## config.mk

```make
export PLATFORM = sky130hd
export DESIGN_NAME = fractal_sync_rsp_fork
export DESIGN_NICKNAME = d
export VERILOG_FILES = /design/src/rtl/fractal_sync_pkg.sv /design/src/rtl/fractal_sync_rsp_fifo.sv /design/src/rtl/fractal_sync_rsp_fork.sv
export SDC_FILE = /design/constraint.sdc
export NUM_CORES = 1
export LEC_CHECK = 0
export BUFFER_PORTS_ARGS = -buffer_cell sky130_fd_sc_hd__buf_2
export CORE_MARGIN = 3
export CORE_UTILIZATION = 50
export CTS_BUF_LIST = sky130_fd_sc_hd__clkbuf_16
export DETAILED_ROUTE_END_ITERATION = 8
export PLACE_DENSITY_LB_ADDON = 0.12
export SKIP_CTS_REPAIR_TIMING = 1
export SLEW_MARGIN = 20
export SYNTH_ARGS = -nofsm -noshare
export SYNTH_HDL_FRONTEND = slang
export SYNTH_HIERARCHICAL = 1
export SYNTH_SLANG_ARGS = --single-unit
export TNS_END_PERCENT = 1
```

## constraint.sdc

```tcl
create_clock -name clk_i -period 3.9 [get_ports clk_i]
set_input_delay 0.39 -clock clk_i [delete_from_list [all_inputs] [get_ports clk_i]]
set_output_delay 0.39 -clock clk_i [all_outputs]
set_load 0.005 [all_outputs]
```

## src/rtl/fractal_sync_pkg.sv

```systemverilog
// Shared types for the fractal-sync tree.
//   sd_e     : destination selector carried with responses
//              (bit 1 = left/south child, bit 0 = right/north child).
//   SD_NONE  : selector value with no destination; illegal on the
//              response path, such responses are dropped and counted.
//   sd_has_* : helpers decoding which children a selector targets.
package fractal_sync_pkg;

  typedef enum logic [1:0] {
    SD_RN   = 2'b01,
    SD_LS   = 2'b10,
    SD_BOTH = 2'b11
  } sd_e;

  localparam logic [1:0] SD_NONE = 2'b00;

  function automatic logic sd_has_ls(input logic [1:0] sd);
    return sd[1];
  endfunction

  function automatic logic sd_has_rn(input logic [1:0] sd);
    return sd[0];
  endfunction

endpackage

```

## src/rtl/fractal_sync_rsp_fifo.sv

```systemverilog
// Generic synchronous FIFO with registered storage and head output.
//   clk, rst     : clock, synchronous active-high reset (empties FIFO)
//   push, wdata  : write request and data (ignored while full)
//   pop          : remove head (ignored while empty)
//   rdata        : current head entry (valid while !empty)
//   full, empty  : occupancy status from registered state
// DEPTH must be a power of two >= 2 so pointers wrap naturally.
module fractal_sync_rsp_fifo #(
  parameter int unsigned WIDTH = 8,
  parameter int unsigned DEPTH = 2
) (
  input  logic             clk,
  input  logic             rst,
  input  logic             push,
  input  logic [WIDTH-1:0] wdata,
  input  logic             pop,
  output logic [WIDTH-1:0] rdata,
  output logic             full,
  output logic             empty
);

  localparam int unsigned PTR_W = $clog2(DEPTH);
  localparam int unsigned CNT_W = PTR_W + 1;

  logic [WIDTH-1:0] mem [DEPTH];
  logic [PTR_W-1:0] wr_ptr;
  logic [PTR_W-1:0] rd_ptr;
  logic [CNT_W-1:0] count;
  logic             do_push;
  logic             do_pop;

  assign full    = (count == CNT_W'(DEPTH));
  assign empty   = (count == '0);
  assign do_push = push && !full;
  assign do_pop  = pop && !empty;
  assign rdata   = mem[rd_ptr];

  always_ff @(posedge clk) begin
    if (rst) begin
      wr_ptr <= '0;
      rd_ptr <= '0;
      count  <= '0;
    end else begin
      if (do_push) begin
        mem[wr_ptr] <= wdata;
        wr_ptr      <= wr_ptr + 1'b1;
      end
      if (do_pop) begin
        rd_ptr <= rd_ptr + 1'b1;
      end
      case ({do_push, do_pop})
        2'b10:   count <= count + 1'b1;
        2'b01:   count <= count - 1'b1;
        default: count <= count;
      endcase
    end
  end

endmodule

```

## src/rtl/fractal_sync_rsp_fork.sv

```systemverilog
// Response fork of a fractal-sync tree node: buffers barrier-release
// responses from the parent and routes each to the left/south child,
// the right/north child, or both, according to its sd selector.
//   clk_i, rst_i              : clock, synchronous active-high reset
//   rsp_valid_i/rsp_ready_o   : parent-side handshake (ready = !full)
//   rsp_sd_i/level_i/id_i     : parent response payload
//   ls_valid_o/ls_ready_i     : left/south child handshake
//   ls_level_o/ls_id_o        : left/south payload (0 while not valid)
//   rn_valid_o/rn_ready_i     : right/north child handshake
//   rn_level_o/rn_id_o        : right/north payload (0 while not valid)
//   err_o                     : pulses in the cycle an illegal response drops
//   drop_cnt_o                : saturating count of dropped responses
module fractal_sync_rsp_fork
  import fractal_sync_pkg::*;
#(
  parameter int unsigned LVL_WIDTH  = 4,
  parameter int unsigned ID_WIDTH   = 8,
  parameter int unsigned FIFO_DEPTH = 2,
  parameter int unsigned CNT_WIDTH  = 8
) (
  input  logic                 clk_i,
  input  logic                 rst_i,
  input  logic                 rsp_valid_i,
  output logic                 rsp_ready_o,
  input  logic [1:0]           rsp_sd_i,
  input  logic [LVL_WIDTH-1:0] rsp_level_i,
  input  logic [ID_WIDTH-1:0]  rsp_id_i,
  output logic                 ls_valid_o,
  input  logic                 ls_ready_i,
  output logic [LVL_WIDTH-1:0] ls_level_o,
  output logic [ID_WIDTH-1:0]  ls_id_o,
  output logic                 rn_valid_o,
  input  logic                 rn_ready_i,
  output logic [LVL_WIDTH-1:0] rn_level_o,
  output logic [ID_WIDTH-1:0]  rn_id_o,
  output logic                 err_o,
  output logic [CNT_WIDTH-1:0] drop_cnt_o
);

  typedef struct packed {
    logic [1:0]           sd;
    logic [LVL_WIDTH-1:0] level;
    logic [ID_WIDTH-1:0]  id;
  } rsp_t;

  rsp_t                 in_rsp;
  rsp_t                 head;
  logic                 fifo_full;
  logic                 fifo_empty;
  logic                 head_valid;
  logic                 pend_ls;
  logic                 pend_rn;
  logic                 done_ls;
  logic                 done_rn;
  logic                 hs_ls;
  logic                 hs_rn;
  logic                 pop;
  logic                 drop;
  logic [CNT_WIDTH-1:0] drop_cnt;

  assign in_rsp = '{sd: rsp_sd_i, level: rsp_level_i, id: rsp_id_i};

  fractal_sync_rsp_fifo #(
    .WIDTH($bits(rsp_t)),
    .DEPTH(FIFO_DEPTH)
  ) u_fifo (
    .clk   (clk_i),
    .rst   (rst_i),
    .push  (rsp_valid_i),
    .wdata (in_rsp),
    .pop   (pop),
    .rdata (head),
    .full  (fifo_full),
    .empty (fifo_empty)
  );

  assign rsp_ready_o = !fifo_full;
  assign head_valid  = !fifo_empty;

  // Pending is tracked as "targeted and not yet completed" so that a
  // fresh head starts with pend = sd bits without an extra load cycle.
  assign pend_ls = sd_has_ls(head.sd) && !done_ls;
  assign pend_rn = sd_has_rn(head.sd) && !done_rn;

  assign ls_valid_o = head_valid && pend_ls;
  assign rn_valid_o = head_valid && pend_rn;
  assign ls_level_o = ls_valid_o ? head.level : '0;
  assign ls_id_o    = ls_valid_o ? head.id    : '0;
  assign rn_level_o = rn_valid_o ? head.level : '0;
  assign rn_id_o    = rn_valid_o ? head.id    : '0;

  assign hs_ls = ls_valid_o && ls_ready_i;
  assign hs_rn = rn_valid_o && rn_ready_i;

  // An SD_NONE head has nothing pending, so it pops immediately.
  assign pop  = head_valid && (!pend_ls || ls_ready_i) && (!pend_rn || rn_ready_i);
  assign drop = head_valid && (head.sd == SD_NONE);

  assign err_o      = drop;
  assign drop_cnt_o = drop_cnt;

  always_ff @(posedge clk_i) begin
    if (rst_i) begin
      done_ls  <= 1'b0;
      done_rn  <= 1'b0;
      drop_cnt <= '0;
    end else begin
      if (pop) begin
        done_ls <= 1'b0;
        done_rn <= 1'b0;
      end else begin
        if (hs_ls) done_ls <= 1'b1;
        if (hs_rn) done_rn <= 1'b1;
      end
      if (drop && (drop_cnt != '1)) begin
        drop_cnt <= drop_cnt + 1'b1;
      end
    end
  end

endmodule

```

==> qor.yml <==
finalHoldViolCount: 0
critPathLaunchType: "flop"
die_h_um: 69.3
synthDistinctLibCells: 40
clock_skew_ns: 0.00247
place_inst: 253
crit_required_ns: 3.51
cts_inserted_buffers: 5
coreArea_um2: 3770
min_path_cells: 1
drtPass1Iterations: 4
cts-root-buf: "clkbuf_16"
drive_above_1_share_pct: 40.4
ys_ff_latch: 43
clock-sinks: 43
die_area_um2: 4800
clock_path_buffers: 2
std_cell_rows: 22
period_needed_ns: 2.59
crit_slowest_cell: "dfxtp_1"
synth_nets: 179
cts_tree: "yes"
vias_per_cell: 5.24
drt_iter0_drc: 61
fin_util_pct: 64.6
io_buffers: 54
ys.flop_type: "edfxtp_1"
clk_pin_slew_ns: 0.06
finalCritPeriodShare_pct: 66.5
hp-class: "input pin to flop"
min_to: "u_fifo/mem[1][5]$_DFFE_PP_"
io_pins: 55
wl_per_cell_um: 13.7
syn_area_per_cell_um2: 12.7
rsz0062_at_grt: "no"
gr-usage-all-layers_pct: 15.6
routed_wl_um: 3570
fmax_mhz: 385
n_fill_cell: 291
critPathMaxStageDelay_ns: 0.72
htree_levels: 2
route.detailed.drc: 0
start_util_pct: 53.1
holdCritStartpoint: "rsp_id_i[5]"
power_leakage_nw: 1.00
ys_warn_count: 6
globalplace.congestion: 0.751
final_antenna_net_count: 0
clock_latency_ns: 0.27
crit_fanout: 14
synth-seq-area-share_pct: 57.0
grt_pass1_wl_um: 5980
place_hpwl_um: 2560
syn_inst: 158
cp_cell_sequence: "mux2_2 > nor3b_2 > and2_1 > buf_2"
peakVddDrop_uv: 311
finalNonFillerCells: 261
syn_to_final_growth_pct: 21.8
chipWidth_um: 69.3
syn_area_um2: 2000
grt_max_degree: 20
rrSetupSlack_ns: 1.39
synthArstFlopShare_pct: 0
worst_r2r_endpoint: "u_fifo/count[1]$_SDFFE_PP0P_"
maxCapViolations: 0
reg2regPathDepth: 7
final_net_count: 233
worst_slew_pin_slew_ns: 0.708
status: "completed"
path_class: "flop to output port"
slew_violations: 0
relSlewSlack_pct: 52.7
synth_edf_count: 28
num_vias: 1368
grt_pass1_vias: 1317
cp-end-kind: "output port"
setup_violations: 0
grt_antenna_before_repair: 0
tns_ns: 0
worstPathArrival_ns: 2.20
diodes: 0
p_per_area_nw_per_um2: 533
grt_overflow_total: 0
[critical path, delay by kind of cell, from the launching register on]
| family | cells | cell delay, ns |
|---|---|---|
| multiplexers | 1 | 0.32 |
| buffers and inverters | 1 | 0.11 |
| AND/OR/NAND/NOR | 2 | 0.79 |
| flip-flops | 1 | 0.72 |
[cell usage after synthesis, drive strengths merged (3+ instances only)]
cell / instances / share of area (%)
a21oi: 6 / 1.7
a31oi: 3 / 0.94
and2: 24 / 7.5
and3: 4 / 1.3
and4: 3 / 1.4
buf: 5 / 2.8
dfxtp: 15 / 15
edfxtp: 28 / 42
inv: 3 / 0.56
mux2: 15 / 8.4
nand2b: 3 / 0.94
nor2: 7 / 1.3
nor2b: 3 / 0.94
nor3: 6 / 1.5
nor3b: 6 / 2.3
or3: 3 / 1.2
[sequential cells by signal (all words and copies together), names as in the netlist, named ones only]
name,cells
u_fifo/mem,28
drop_cnt_o,8
u_fifo/count,2
done_ls,1
done_rn,1
u_fifo/rd_ptr,1
u_fifo/wr_ptr,1
[stage by stage]
stage	power (W)	setup slack [ns]	area (um^2)	hold WS, ns
5_1_grt	0.00138	1.07	2440	0.291
6_report	0.00130	1.31	2440	0.302
3_3_place_gp	0.000913	1.22	2280	0.489
2_1_floorplan	0.000810	1.67	2000	0.459
4_1_cts	0.00130	0.770	2410	0.298
3_5_place_dp	0.000924	1.08	2280	0.498
[cell usage in the layout, fill, tap and decap left out, types with 2 or more instances in the layout]
cell type	count
buf_2	54
a21oi_1	5
nor3b_2	2
xnor2_1	2
nor3b_1	3
inv_1	4
nor3_1	5
o21a_1	2
ha_1	2
nand2b_1	3
or3_1	2
clkinv_1	2
a31oi_1	3
nand4_1	2
nor2_1	7
and4_2	2
edfxtp_1	28
dfxtp_1	15
clkbuf_16	5
mux2_2	15
nor2b_1	3
and2_1	24
o21ai_0	2
and3_1	4
[final cells by class]
cell class | instances | area, um^2 | area share (%)
clock inverters | 3 | 11.3 | 0.462
clock buffers | 5 | 125 | 5.14
inverters | 4 | 20.0 | 0.822
multi-input cells | 104 | 808 | 33.2
repair buffers | 54 | 270 | 11.1
flip-flops and latches | 43 | 1140 | 46.8
well taps | 48 | 60.1 | 2.47
[kinds of logic (layout without fill, tap and decap cells)]
group           after synthesis  count (layout)  share of synthesized area (%)
simple gates                 63              63                           19.4
buf+inv                      11              66                           4.19
flops                        43              43                           57.0
mux                          16              16                           8.94
fa+ha+maj                     2               2                           1.25
xor+xnor                      3               3                           1.31
compound gates               20              20                           7.88
[report_power, final]
group	switching, W	internal (W)	leakage, nW
logic	0.000171	0.000176	0.553
registers	0.0000408	0.000532	0.379
clock network	0.000148	0.000230	0.0701
[per-layer routing]
| metal | vias to the layer above | track usage (%) | share of wire (%) |
|---|---|---|---|
| met3 | 2 | 4.78 | 5.5 |
| li1 | 689 | - | - |
| met4 | 0 | 4.56 | 0.67 |
| met2 | 35 | 27.5 | 52 |
| met5 | - | 0 | 0 |
| met1 | 642 | 18.2 | 42 |
[how the worst max path moves through the flow]
stage	from	cells after the start	end	slack, ns
6_report	flop	4	rn_id_o[2]	1.31
5_1_grt	flop	4	rn_id_o[2]	1.07
4_1_cts	flop	4	ls_id_o[3]	0.77
3_5_place_dp	flop	4	ls_id_o[3]	1.08
3_3_place_gp	flop	4	rn_id_o[3]	1.22
2_1_floorplan	flop	8	u_fifo/count[1]$_SDFFE_PP0P_	1.67
Power figures use the tool's default switching activity.
